## src/rtl/hdmi_cfg_pkg.sv

```systemverilog
// rtl/hdmi_cfg_pkg.sv - shared types and entry layout for the HDMI I2C configuration sequencer
package hdmi_cfg_pkg;

  typedef enum logic [2:0] {
    ST_PWRUP,
    ST_WAIT_HPD,
    ST_LOAD,
    ST_ISSUE,
    ST_WAIT_DONE,
    ST_RETRY_WAIT,
    ST_DONE,
    ST_FAIL
  } cfg_state_e;

  localparam int ENTRY_W = 24;

  // Table entry layout: {slave, reg, data}
  localparam int SLV_HI = 23;
  localparam int SLV_LO = 16;
  localparam int REG_HI = 15;
  localparam int REG_LO = 8;
  localparam int DAT_HI = 7;
  localparam int DAT_LO = 0;

  function automatic logic [ENTRY_W-1:0] entry_pack(input logic [7:0] slv,
                                                    input logic [7:0] rg,
                                                    input logic [7:0] dat);
    logic [ENTRY_W-1:0] e;
    e = '0;
    e[SLV_HI:SLV_LO] = slv;
    e[REG_HI:REG_LO] = rg;
    e[DAT_HI:DAT_LO] = dat;
    return e;
  endfunction

endpackage

```

## src/rtl/hdmi_cfg_rom.sv

```systemverilog
// rtl/hdmi_cfg_rom.sv - HDMI transmitter register table with a one-cycle registered read
module hdmi_cfg_rom
  import hdmi_cfg_pkg::*;
#(
  parameter int TABLE_LEN = 31,
  parameter int IW        = 5
) (
  input  logic               clk,
  input  logic               reset_n,
  input  logic [IW-1:0]      addr,
  output logic [ENTRY_W-1:0] data
);

  logic [31:0]        addr_w;
  logic [ENTRY_W-1:0] entry;
  logic [ENTRY_W-1:0] data_d;
  logic [ENTRY_W-1:0] data_q;

  // Transmitter bring-up values (slave 0x72); addresses past the table read as zero
  always_comb begin
    addr_w = 32'(addr);
    entry  = '0;
    case (addr_w)
      32'd0:  entry = entry_pack(8'h72, 8'h41, 8'h10);
      32'd1:  entry = entry_pack(8'h72, 8'h98, 8'h03);
      32'd2:  entry = entry_pack(8'h72, 8'h9A, 8'hE0);
      32'd3:  entry = entry_pack(8'h72, 8'h9C, 8'h30);
      32'd4:  entry = entry_pack(8'h72, 8'h9D, 8'h61);
      32'd5:  entry = entry_pack(8'h72, 8'hA2, 8'hA4);
      32'd6:  entry = entry_pack(8'h72, 8'hA3, 8'hA4);
      32'd7:  entry = entry_pack(8'h72, 8'hE0, 8'hD0);
      32'd8:  entry = entry_pack(8'h72, 8'hF9, 8'h00);
      32'd9:  entry = entry_pack(8'h72, 8'h15, 8'h00);
      32'd10: entry = entry_pack(8'h72, 8'h16, 8'h30);
      32'd11: entry = entry_pack(8'h72, 8'h17, 8'h00);
      32'd12: entry = entry_pack(8'h72, 8'h18, 8'h46);
      32'd13: entry = entry_pack(8'h72, 8'hAF, 8'h06);
      32'd14: entry = entry_pack(8'h72, 8'hBA, 8'h60);
      32'd15: entry = entry_pack(8'h72, 8'hD0, 8'h3C);
      32'd16: entry = entry_pack(8'h72, 8'hD6, 8'hC0);
      32'd17: entry = entry_pack(8'h72, 8'hDE, 8'h9C);
      32'd18: entry = entry_pack(8'h72, 8'hE4, 8'h60);
      32'd19: entry = entry_pack(8'h72, 8'hFA, 8'h7D);
      32'd20: entry = entry_pack(8'h72, 8'h55, 8'h10);
      32'd21: entry = entry_pack(8'h72, 8'h56, 8'h08);
      32'd22: entry = entry_pack(8'h72, 8'h3C, 8'h10);
      32'd23: entry = entry_pack(8'h72, 8'h3B, 8'h80);
      32'd24: entry = entry_pack(8'h72, 8'h48, 8'h08);
      32'd25: entry = entry_pack(8'h72, 8'h49, 8'hA8);
      32'd26: entry = entry_pack(8'h72, 8'h4C, 8'h00);
      32'd27: entry = entry_pack(8'h72, 8'h94, 8'hC0);
      32'd28: entry = entry_pack(8'h72, 8'h96, 8'hF0);
      32'd29: entry = entry_pack(8'h72, 8'hD5, 8'h00);
      32'd30: entry = entry_pack(8'h72, 8'h40, 8'h80);
      default: entry = '0;
    endcase
    data_d = (addr_w < 32'(TABLE_LEN)) ? entry : '0;
  end

  // Registered read port
  always_ff @(posedge clk) begin
    if (!reset_n) data_q <= '0;
    else          data_q <= data_d;
  end

  assign data = data_q;

endmodule

```

## src/rtl/hdmi_i2c_config_seq.sv

```systemverilog
// rtl/hdmi_i2c_config_seq.sv - walks the register table through the single-write I2C engine
module hdmi_i2c_config_seq
  import hdmi_cfg_pkg::*;
#(
  parameter int  TABLE_LEN      = 31,
  parameter int  POWERUP_CYCLES = 1000000,
  parameter int  RETRY_MAX      = 3,
  parameter int  RETRY_GAP      = 5000,
  parameter int  WDOG_CYCLES    = 65535,
  parameter int  AUTO_START     = 1,
  localparam int IW             = (TABLE_LEN > 1) ? $clog2(TABLE_LEN) : 1
) (
  input  logic          clk,
  input  logic          reset_n,
  input  logic          cfg_start,
  input  logic          hpd,
  output logic          i2c_req,
  output logic [23:0]   i2c_data,
  input  logic          i2c_done,
  input  logic          i2c_nack,
  output logic          cfg_busy,
  output logic          cfg_done,
  output logic          cfg_error,
  output logic [IW-1:0] cfg_index
);

  localparam logic [31:0]   PWR_LAST  = 32'(POWERUP_CYCLES - 1);
  localparam logic [31:0]   GAP_LAST  = 32'(RETRY_GAP - 1);
  localparam logic [31:0]   WDOG_LAST = 32'(WDOG_CYCLES - 1);
  localparam logic [31:0]   CNT_MAX   = '1;
  localparam logic [7:0]    RETRY_LIM = 8'(RETRY_MAX);
  localparam logic [IW-1:0] IDX_LAST  = IW'(TABLE_LEN - 1);

  cfg_state_e         state_q, state_d;
  logic [31:0]        cnt_q, cnt_d;
  logic [31:0]        wdog_q, wdog_d;
  logic [7:0]         retry_q, retry_d;
  logic [IW-1:0]      idx_q, idx_d;
  logic [ENTRY_W-1:0] data_q, data_d;
  logic               start_seen_q, start_seen_d;
  logic               hpd_lost_q, hpd_lost_d;
  logic               hpd_meta_q, hpd_s_q;
  logic [ENTRY_W-1:0] rom_data;
  logic               busy;
  logic               lost;
  logic               wdog_exp;
  logic               start_ok;

  // ROM is addressed with the next index so its registered word is ready during LOAD
  hdmi_cfg_rom #(
    .TABLE_LEN (TABLE_LEN),
    .IW        (IW)
  ) u_rom (
    .clk     (clk),
    .reset_n (reset_n),
    .addr    (idx_d),
    .data    (rom_data)
  );

  assign busy     = (state_q == ST_LOAD) || (state_q == ST_ISSUE) ||
                    (state_q == ST_WAIT_DONE) || (state_q == ST_RETRY_WAIT);
  assign lost     = hpd_lost_q || !hpd_s_q;
  assign wdog_exp = (wdog_q == WDOG_LAST);
  assign start_ok = (AUTO_START != 0) || start_seen_q || cfg_start;

  // Two-flop synchroniser for the raw hot-plug detect
  always_ff @(posedge clk) begin
    if (!reset_n) begin
      hpd_meta_q <= 1'b0;
      hpd_s_q    <= 1'b0;
    end else begin
      hpd_meta_q <= hpd;
      hpd_s_q    <= hpd_meta_q;
    end
  end

  // Next-state, counter and capture logic for the table walk
  always_comb begin
    state_d      = state_q;
    cnt_d        = cnt_q;
    wdog_d       = wdog_q;
    retry_d      = retry_q;
    idx_d        = idx_q;
    data_d       = data_q;
    start_seen_d = start_seen_q;
    hpd_lost_d   = hpd_lost_q;

    case (state_q)
      ST_PWRUP: begin
        if (cnt_q == PWR_LAST) begin
          state_d = ST_WAIT_HPD;
          cnt_d   = '0;
        end else if (cnt_q != CNT_MAX) begin
          cnt_d = cnt_q + 32'd1;
        end
      end
      ST_WAIT_HPD: begin
        if (hpd_s_q && start_ok) begin
          state_d = ST_LOAD;
          idx_d   = '0;
          retry_d = '0;
        end
      end
      ST_LOAD: begin
        // Nothing is on the bus yet, so a lost sink simply abandons the walk
        if (lost) begin
          state_d = ST_WAIT_HPD;
        end else begin
          data_d  = rom_data;
          state_d = ST_ISSUE;
        end
      end
      ST_ISSUE: begin
        wdog_d  = '0;
        state_d = ST_WAIT_DONE;
      end
      ST_WAIT_DONE: begin
        if (wdog_q != CNT_MAX) wdog_d = wdog_q + 32'd1;
        if (i2c_done || wdog_exp) begin
          if (lost) begin
            state_d = ST_WAIT_HPD;
          end else if (i2c_done && !i2c_nack) begin
            if (idx_q == IDX_LAST) begin
              state_d = ST_DONE;
            end else begin
              idx_d   = idx_q + 1'b1;
              retry_d = '0;
              state_d = ST_LOAD;
            end
          end else if (retry_q < RETRY_LIM) begin
            retry_d = retry_q + 8'd1;
            cnt_d   = '0;
            state_d = ST_RETRY_WAIT;
          end else begin
            state_d = ST_FAIL;
          end
        end
      end
      ST_RETRY_WAIT: begin
        if (lost) begin
          state_d = ST_WAIT_HPD;
        end else if (cnt_q == GAP_LAST) begin
          state_d = ST_ISSUE;
        end else if (cnt_q != CNT_MAX) begin
          cnt_d = cnt_q + 32'd1;
        end
      end
      ST_DONE: begin
        if (cfg_start || !hpd_s_q) state_d = ST_WAIT_HPD;
      end
      ST_FAIL: begin
        if (cfg_start) state_d = ST_WAIT_HPD;
      end
      default: state_d = ST_PWRUP;
    endcase

    if (state_d == ST_WAIT_HPD) hpd_lost_d = 1'b0;
    else if (busy && !hpd_s_q)  hpd_lost_d = 1'b1;

    if (state_d == ST_LOAD)         start_seen_d = 1'b0;
    else if (cfg_start && !busy)    start_seen_d = 1'b1;
  end

  // State and datapath registers
  always_ff @(posedge clk) begin
    if (!reset_n) begin
      state_q      <= ST_PWRUP;
      cnt_q        <= '0;
      wdog_q       <= '0;
      retry_q      <= '0;
      idx_q        <= '0;
      data_q       <= '0;
      start_seen_q <= 1'b0;
      hpd_lost_q   <= 1'b0;
    end else begin
      state_q      <= state_d;
      cnt_q        <= cnt_d;
      wdog_q       <= wdog_d;
      retry_q      <= retry_d;
      idx_q        <= idx_d;
      data_q       <= data_d;
      start_seen_q <= start_seen_d;
      hpd_lost_q   <= hpd_lost_d;
    end
  end

  assign i2c_req   = (state_q == ST_ISSUE);
  assign i2c_data  = data_q;
  assign cfg_busy  = busy;
  assign cfg_done  = (state_q == ST_DONE);
  assign cfg_error = (state_q == ST_FAIL);
  assign cfg_index = idx_q;

endmodule

```

## config.mk

```make
export PLATFORM = sky130hd
export DESIGN_NAME = hdmi_i2c_config_seq
export DESIGN_NICKNAME = d
export VERILOG_FILES = /design/src/rtl/hdmi_cfg_pkg.sv /design/src/rtl/hdmi_cfg_rom.sv /design/src/rtl/hdmi_i2c_config_seq.sv
export SDC_FILE = /design/constraint.sdc
export NUM_CORES = 1
export LEC_CHECK = 0
export CAP_MARGIN = 10
export CELL_PAD_IN_SITES_DETAIL_PLACEMENT = 1
export CELL_PAD_IN_SITES_GLOBAL_PLACEMENT = 1
export CORE_ASPECT_RATIO = 0.8
export CORE_MARGIN = 10
export CORE_UTILIZATION = 30
export DETAILED_ROUTE_END_ITERATION = 10
export PLACE_DENSITY = 0.58
export SETUP_SLACK_MARGIN = 0.2
export SYNTH_ARGS = -nofsm -noshare
export SYNTH_HDL_FRONTEND = slang
export SYNTH_SLANG_ARGS = --single-unit
```

## constraint.sdc

```tcl
create_clock -name clk -period 3.5 [get_ports clk]
set_clock_uncertainty 0.15 [all_clocks]
set_input_delay 0.7 -clock clk [delete_from_list [all_inputs] [get_ports clk]]
set_output_delay 0.7 -clock clk [all_outputs]
set_load 0.005 [all_outputs]
```

Yosys cells after proc, flatten, opt, wreduce, memory -nomap -nowiden
Memory sizes are Yosys's and may differ from the RTL's. A register that Yosys moved wholly into a read port is not among the register bits.
Cells that the tools add are included.
Widths: inputs -> output; s select.
{ "totals": {"regBits": 131, "mem_bits_ro": 640, "memories": 1} }
{ "op_classes": {"add_sub_neg": 4, "n_reduce_logical": 21, "n_lt_le_gt_ge": 2, "n_bitwise": 2, "n_mux": 37, "n_eq_ne": 24} }
{ "mem_list": {"columns": ["name", "words", "width", "read_ports", "rd_clocked_by_memory_dff", "write_ports", "line", "source"], "rows": [
  ["(name not given)", 32, 20, 1, 1, 0, "hdmi_cfg_rom.sv:23", "case (addr_w)"]
]} }
{ "ops": {"columns": ["cell", "n"], "rows": [
  ["$mux 32", 9],
  ["$pmux 32 s3", 1],
  ["$add 32x1->32 const B", 2],
  ["$ne 32x32->1 const B", 2],
  ["$pmux 32 s2", 1],
  ["$mux 8", 6],
  ["$eq 32x13->1 const B", 1],
  ["$eq 32x16->1 const B", 1],
  ["$eq 32x20->1 const B", 1],
  ["$mux 3", 10],
  ["$mux 5", 5],
  ["$pmux 3 s8", 1],
  ["$pmux 8 s2", 1],
  ["$eq 3x3->1 const B", 4],
  ["$ne 2x2->1 const B", 5],
  ["$pmux 5 s2", 1],
  ["$add 8x1->8 const B", 1],
  ["$lt 8x2->1 const B", 1],
  ["$reduce_and 7->1", 1],
  ["$eq 3x1->1 const B", 2],
  ["$eq 3x2->1 const B", 2],
  ["$logic_or 1x1->1", 6],
  ["$ne 2x1->1 const B", 3],
  ["$reduce_and 2->1", 3],
  ["other kinds (14)", 20]
]} }

Depth between registers and ports, before layout
Gate-level depths: netlist (run 1).
{ "depth": {"depth_word": 9, "mapped_depth": 13, "depth_no_buf": 11} }

Modules after synthesis
Synthesis (run 1) repeated with hierarchy kept, for this count alone.
{ "hier_totals": {"cells_unflattened": 840, "area_unflattened_um2": 6716.4} }
{ "by_module_without_submodules": {"columns": ["module", "cells_each", "n_inst", "area_per_inst_um2"], "rows": [
  ["hdmi_i2c_config_seq", 674, 1, 5412.7],
  ["hdmi_cfg_rom", 166, 1, 1303.8]
]} }

Least setup slack after synthesis (run 1)
OpenSTA, ideal clock, no wires.
{ "synth_timing": {"path_type": "input to register", "from": "input i2c_nack", "to": "register u_rom.data_q[4], in the netlist u_rom.data[4]", "stages": 10, "required_ns": 3.234, "arrival_ns": 2.977, "path_slack_ns": 0.256, "setup_ns": 0.116, "path_cell_list": "or4bb_1 > or3_4 > a22oi_2 > buf_6 > inv_2 > ha_1 > clkbuf_1 > o31ai_1 > o21ai_0 > o211a_1"} }
{ "synth_between": {"elab_chain_len": 9} }
{ "synth_lines": {"columns": ["item", "line", "source"], "rows": [
  ["start, declared", "hdmi_i2c_config_seq.sv:20", "input logic i2c_nack,"],
  ["$logic_not 1->1 *", "hdmi_i2c_config_seq.sv:122", "end else if (i2c_done && !i2c_nack) begin"],
  ["$logic_and 1x1->1 *", "hdmi_i2c_config_seq.sv:122", null],
  ["$mux 5 *", "hdmi_i2c_config_seq.sv:122", null],
  ["$mux 5 *", "hdmi_i2c_config_seq.sv:120", "if (lost) begin"],
  ["$mux 5 *", "hdmi_i2c_config_seq.sv:119", "if (i2c_done || wdog_exp) begin"],
  ["$pmux 5 s2 *", "hdmi_i2c_config_seq.sv:88", "case (state_q)"],
  ["via idx_d[0]", "hdmi_i2c_config_seq.sv:38", "logic [IW-1:0] idx_q, idx_d;"],
  ["$lt 5x5->1", "hdmi_cfg_rom.sv:57", "data_d = (addr_w < 32'(TABLE_LEN)) ? entry : '0;"],
  ["$reduce_and 2->1 (no line)", null, null],
  ["$logic_not 1->1 (no line)", null, null],
  ["end, declared", "hdmi_cfg_rom.sv:17", "logic [ENTRY_W-1:0] data_q;"]
]} }
Mark *: on every way through the listed nets, which the timed path passes. The rest lies on a longest branch.
A chain may end at the register's enable or synchronous reset.

Worst setup path in the final report (run 1)
{ "layout_timing": {"from": "input i2c_nack", "to": "register u_rom.data_q[13], in the netlist u_rom.data[13]"} }
{ "layout_between": {"elab_chain_len": 9} }
{ "layout_lines": {"columns": ["item", "line"], "rows": [
  ["$logic_not 1->1 *", "hdmi_i2c_config_seq.sv:122"],
  ["$logic_and 1x1->1 *", "hdmi_i2c_config_seq.sv:122"],
  ["$mux 5 *", "hdmi_i2c_config_seq.sv:122"],
  ["$mux 5 *", "hdmi_i2c_config_seq.sv:120"],
  ["$mux 5 *", "hdmi_i2c_config_seq.sv:119"],
  ["$pmux 5 s2 *", "hdmi_i2c_config_seq.sv:88"],
  ["$lt 5x5->1", "hdmi_cfg_rom.sv:57"],
  ["$reduce_and 2->1 (no line)", null],
  ["$logic_not 1->1 (no line)", null]
]} }
Mark *: on every way between the ends. The rest lies on a longest branch, timed or not.

==> flow_summary.yaml, run 1 <==
global_routing:
  antenna_found_initial: 0
  gr-usage-met2_pct: 22.7
  met1_usage_pct: 20.3
  use_met3_pct: 3.30
  grt_overflow: 0
  grt_usage_pct: 14.7
  grt_pass1_vias: 6086
  grt-busiest-layer: "met2"
  grt_pass1_wl_um: 32700
  grt_max_degree: 32
logic_synthesis:
  synthSimpleGateAreaFrac_pct: 31.1
  synth-compound-area-share_pct: 15.5
  synthTopCellsByCount: "dfxtp_1, nor2_1, nand2_1, a21oi_1, nand3_1"
  synth_edf_count: 0
  async_flop_share_pct: 0
  yosysWarnings: 0
  synthCells: 784
  synthFlopType: "dfxtp_1"
  yosysTopAreaCell: "dfxtp_1"
  synth.distinct_cells: 73
  syn_area_per_cell_um2: 7.94
  synth-seq-cells: 117
  synthXorXnorAreaFrac_pct: 6.33
  post-synth-top-count-cell: "dfxtp_1"
  syn_area_um2: 6230
  ys_seq_area_share_pct: 37.6
  synth_fa_ha_area_share_pct: 3.01
  synth_area_leaders: "dfxtp_1, nor2_1, nand2_1, a21oi_1, xor2_1"
  synth_top_family_by_area: "simple AND/OR/NAND/NOR gates"
  yosysTopAreaCellShare_pct: 37.6
  synth_mux_area_share_pct: 0.824
clock_tree:
  cts_tree: "yes"
  clock_latency_ns: 0.43
  htreeDepth: 4
  numCtsBuffers: 17
  cts.sinks: 117
  cts_root_buf: "clkbuf_16"
  hold_buffers: 0
  ctsLongestPathBuffers: 2
  path_clk_slew_ns: 0.06
detailed_routing:
  via_count: 5966
  route.detailed.drc: 0
  drtAntennaViolNets: 0
  drt_pass1_iterations: 4
  wirelength_um: 20000
  wl_per_cell_um: 17.6
  initialDrtViolationCount: 321
  routed_via_density: 5.26
outcome:
  outcome: "completed"
placed_design:
  placed_area_um2: 7150
  place_ws_ns: -0.326
  dp.final_hpwl_um: 14600
  gp_congestion: 0.852
  io_buffers: 34
hold_path:
  min_delay_worst_endpoint: "i2c_data[2]$_SDFFE_PN0P_"
  hold_depth: 2
  holdCritStartpoint: "u_rom.data[2]$_SDFF_PN0_"
  hp-class: "reg -> reg"
floorplanning:
  io_pins: 39
  std_cell_rows: 47
  core_area_um2: 20500
  die-area_um2: 27000
  die_w_um: 181
  initial_core_util_pct: 30.3
  die_h_um: 149
worst_setup_path:
  rrSetupSlack_ns: 0.52
  critPathLaunchType: "primary input"
  worstSetupPathType: "in -> reg"
  rr_startpoint: "cfg_index[0]$_SDFF_PN0_"
  cp_max_fo: 5
  required_ns: 3.65
  critPathArrivalTime_ns: 3.31
  crit-reg2reg-capture: "u_rom.data[11]$_SDFF_PN0_"
  r2r_cells: 10
  cp-end-kind: "flop"
timing:
  rsz0062_at_grt: "false"
  relSlewSlack_pct: 29.2
  fin_crit_sh_pct: 90.4
  final-setup-viol-count: 0
  hold_viol: 0
  maxSlewViolCount: 0
  fin_ws_ns: 0.337
  timing.fmax_mhz: 316
  period_needed_ns: 3.16
  worst_pin_slew_ns: 1.06
pwr:
  leakage_nw: 2.74
  pwr_density_cell_nw_per_um2: 417
  ir_drop_uv: 319
finish:
  syn_to_final_growth_pct: 25.6
  seq_area_um2: 2340
  fillers: 2442
  multiInputGateArea_um2: 3600
  num-nets-final: 873
  final_area_um2: 7820
  num_antenna_cells: 0
  drive_gt1_share_pct: 14.5
flow_run:
  max-cap-violations: 0
[cells by family (layout without fill, tap and decap cells)]
family / count (synthesis) / count (layout)
AOI/OAI and AO/OA: 148 / 148
adders and majority gates: 15 / 15
other: 1 / 4
DFF: 117 / 117
buffers and inverters: 74 / 152
and+or+nand+nor: 379 / 379
muxes: 5 / 5
xor gates and xnor gates: 45 / 45
[placed cells by master, fill, tap and decap left out, types with 23 or more instances in the layout]
cell,count
buf_4,60
dfxtp_1,117
a21oi_1,59
clkdlybuf4s50_1,33
nand2_1,87
nor3_1,23
nor2_1,98
nand3_1,37
nand4_1,28
xor2_1,23
[layout make-up]
type / count / area share, %
Inverter: 23 / 1.10
Multi-Input combinational cell: 596 / 46.1
Tap cell: 269 / 4.30
Clock buffer: 19 / 5.66
Clock inverter: 13 / 2.18
Timing Repair Buffer: 97 / 10.8
Sequential cell: 117 / 29.9
[critical path, stage by stage]
cell and delay [ns]:
clkdlybuf4s50_1 0.45, or4bb_1 0.55, or3_4 0.42, a22oi_2 0.20
inv_2 0.12, ha_4 0.26, nand2_1 0.09, o21ai_0 0.12
a221oi_1 0.31, nor3_1 0.09
[layer usage]
layer / vias up / routed length, um
li1: 2926 / -
met2: 96 / 8770
met1: 2929 / 10200
met5: - / 0
met4: 0 / 172
met3: 15 / 851
[worst max path at each step]
stage	from	endpoint	slack [ns]	cells past startpoint
after floorplan	i2c_nack	u_rom.data[4]$_SDFF_PN0_	0.26	10
after global placement	i2c_done	u_rom.data[12]$_SDFF_PN0_	-0.24	9
after detailed placement	i2c_done	u_rom.data[6]$_SDFF_PN0_	-0.33	9
after CTS	i2c_nack	u_rom.data[6]$_SDFF_PN0_	0.24	9
final	i2c_nack	u_rom.data[13]$_SDFF_PN0_	0.34	10
after global routing	i2c_nack	u_rom.data[13]$_SDFF_PN0_	0.22	10
[metrics by stage]
step / power, mW / hold slack (ns) / instances / util [%] / setup TNS (ns)
CTS: 3.31 / 0.290 / 1133 / 37.8 / 0
finish: 3.27 / 0.286 / 1134 / 38.1 / 0
global placement: 1.44 / 0.274 / 1101 / 34.8 / -2.42
detailed placement: 1.44 / 0.278 / 1101 / 34.8 / -2.93
global route: 3.38 / 0.311 / 1134 / 38.1 / 0
floorplan: 1.41 / 0.262 / 787 / - / 0
[power breakdown]
part,leakage (nW),internal [mW],switching [mW]
logic,1.51,0.0254,0.0429
registers,0.944,1.34,0.00561
clock network,0.291,1.15,0.704
total,2.74,2.51,0.752
[registers in the layout, summed over array words and instances, names as in the netlist]
signal,count
hpd_s_q,1
i2c_data,17
retry_q,8
hpd_meta_q,1
state_q,3
u_rom.data,17
cfg_index,5
cnt_q,32
wdog_q,32
hpd_lost_q,1
[timing repair]
item | CTS | global route
setup endpoints to repair | 4 | 8
gates resized for setup | 1 | 10
setup buffers | 0 | 1
pin swaps | 0 | 3
No activity file was read; power rests on OpenSTA's default activity.
==> run 2: changes to the inputs <==
--- a/config.mk
+++ b/config.mk
@@ -9,10 +9,9 @@
 export CELL_PAD_IN_SITES_DETAIL_PLACEMENT = 1
 export CELL_PAD_IN_SITES_GLOBAL_PLACEMENT = 1
 export CORE_ASPECT_RATIO = 0.8
-export CORE_MARGIN = 10
-export CORE_UTILIZATION = 30
+export CORE_UTILIZATION = 42
 export DETAILED_ROUTE_END_ITERATION = 10
-export PLACE_DENSITY = 0.58
+export PLACE_DENSITY = 0.77
 export SETUP_SLACK_MARGIN = 0.2
 export SYNTH_ARGS = -nofsm -noshare
 export SYNTH_HDL_FRONTEND = slang
==> flow_summary.yaml, run 2 (synthesis gave the netlist of run 1 again) <==
worst_setup_path:
  critPathLaunchType: "primary input"
  cp_max_fo: 9
  required_ns: 3.66
  critPathArrivalTime_ns: 3.32
  rrSetupSlack_ns: 0.44
  worstSetupPathType: "in -> reg"
  cp-end-kind: "flop"
detailed_routing:
  drtAntennaViolNets: 0
  topRoutingLayerUsed: "met4"
  route.detailed.drc: 5
  wl_met1_um: 10200
  wl_met3_um: 774
  wl_per_cell_um: 19.2
  wirelength_um: 19900
  initialDrtViolationCount: 412
  routed_via_density: 5.81
  wl_met2_um: 8720
  drt_pass1_iterations: 8
  via_count: 6049
outcome:
  outcome: "finished with violations"
  violations: "DRC"
finish:
  reg_top3: "cnt_q x32, wdog_q x32"
  layout_commonest_cell: "dfxtp_1"
  final_util_pct: 52.8
  fillers: 1732
  drive_gt1_share_pct: 13.4
  final_cell_mix: "dfxtp_1, nor2_1, nand2_1, a21oi_1, buf_4"
  num_antenna_cells: 0
  seq_area_um2: 2340
  multiInputGateArea_um2: 3580
  num-nets-final: 865
  syn_to_final_growth_pct: 22.1
clock_tree:
  cts.sinks: 117
  ctsLongestPathBuffers: 2
  cts_root_buf: "clkbuf_16"
  clock_latency_ns: 0.42
  cts_tree: "yes"
  numCtsBuffers: 17
  path_clk_slew_ns: 0.06
  htreeDepth: 4
floorplanning:
  core_area_um2: 14400
  die-area_um2: 15300
  initial_core_util_pct: 43.3
  std_cell_rows: 39
  die_w_um: 138
  die_h_um: 111
  io_pins: 39
pwr:
  ir_drop_uv: 341
  leakage_nw: 2.70
  pwr_density_cell_nw_per_um2: 416
global_routing:
  grt_overflow: 0
  grt_pass1_vias: 6290
  grt_max_degree: 32
  grt_pass1_wl_um: 33000
  grt_usage_pct: 27.2
  antenna_found_initial: 0
timing:
  fin_crit_sh_pct: 90.2
  setup-tns-final_ns: 0
  timing.fmax_mhz: 317
  final-setup-viol-count: 0
  rsz0062_at_grt: "false"
  maxSlewViolCount: 0
  hold_viol: 0
  period_needed_ns: 3.16
  worst_pin_slew_ns: 1.04
  relSlewSlack_pct: 30.6
placed_design:
  dp.final_hpwl_um: 14400
  gp_congestion: 0.881
  io_buffers: 34
hold_path:
  hp-class: "reg -> reg"
flow_run:
  max-cap-violations: 0
-- run 2: what timing repair did --
action                                 4_1_cts  5_1_grt
setup endpoints to repair                    0       10
buffers inserted                             0        0
endpoints found under the hold margin        0        0
hold buffers                                 0        0
gates resized for setup                      0        9
-- run 2: path summary, 6_finish.rpt --
path	start	depth (start not counted)	end
max	i2c_nack	9	u_rom.data[4]$_SDFF_PN0_
max reg2reg	wdog_q[18]$_SDFFE_PN0P_	7	cnt_q[27]$_SDFFE_PN0P_
min reg2reg	hpd_meta_q$_SDFF_PN0_	1	hpd_s_q$_SDFF_PN0_
min	hpd_meta_q$_SDFF_PN0_	1	hpd_s_q$_SDFF_PN0_
-- run 2: final cells by class --
class / count / area share, %
Sequential cell: 117 / 30.8
Inverter: 23 / 1.14
Multi-Input combinational cell: 596 / 47.0
Tap cell: 184 / 3.03
Timing Repair Buffer: 89 / 10.3
Clock buffer: 19 / 5.82
Clock inverter: 13 / 1.92
-- run 2: through the flow --
stage	hold WS [ns]	setup slack, ns	cell area, um2	instances	total power, mW
global placement	0.276	-0.163	6990	1009	1.44
CTS	0.286	0.232	7580	1041	3.19
floorplan	0.262	0.256	6240	787	1.41
global route	0.298	0.225	7600	1041	3.27
finish	0.285	0.344	7600	1041	3.16
detailed placement	0.275	-0.193	6990	1009	1.44
-- run 2: worst max-delay path, cell delays in order --
cell and delay [ns]:
clkdlybuf4s50_1 0.45, or4bb_1 0.52, buf_4 0.17, nor3_1 0.30
o221ai_1 0.33, buf_4 0.29, a21oi_1 0.27, o21ai_0 0.14
o211a_1 0.14
-- run 2: where the power goes --
part           internal (mW)  switching [mW]
clock network           1.08           0.674
logic                 0.0252          0.0433
registers               1.34         0.00578
-- run 2: layer usage --
metal / GRT usage (%) / up-vias
met5: 0 / -
met4: 8.46 / 0
met3: 5.62 / 25
met2: 41.2 / 118
met1: 38.5 / 2990
li1: - / 2916
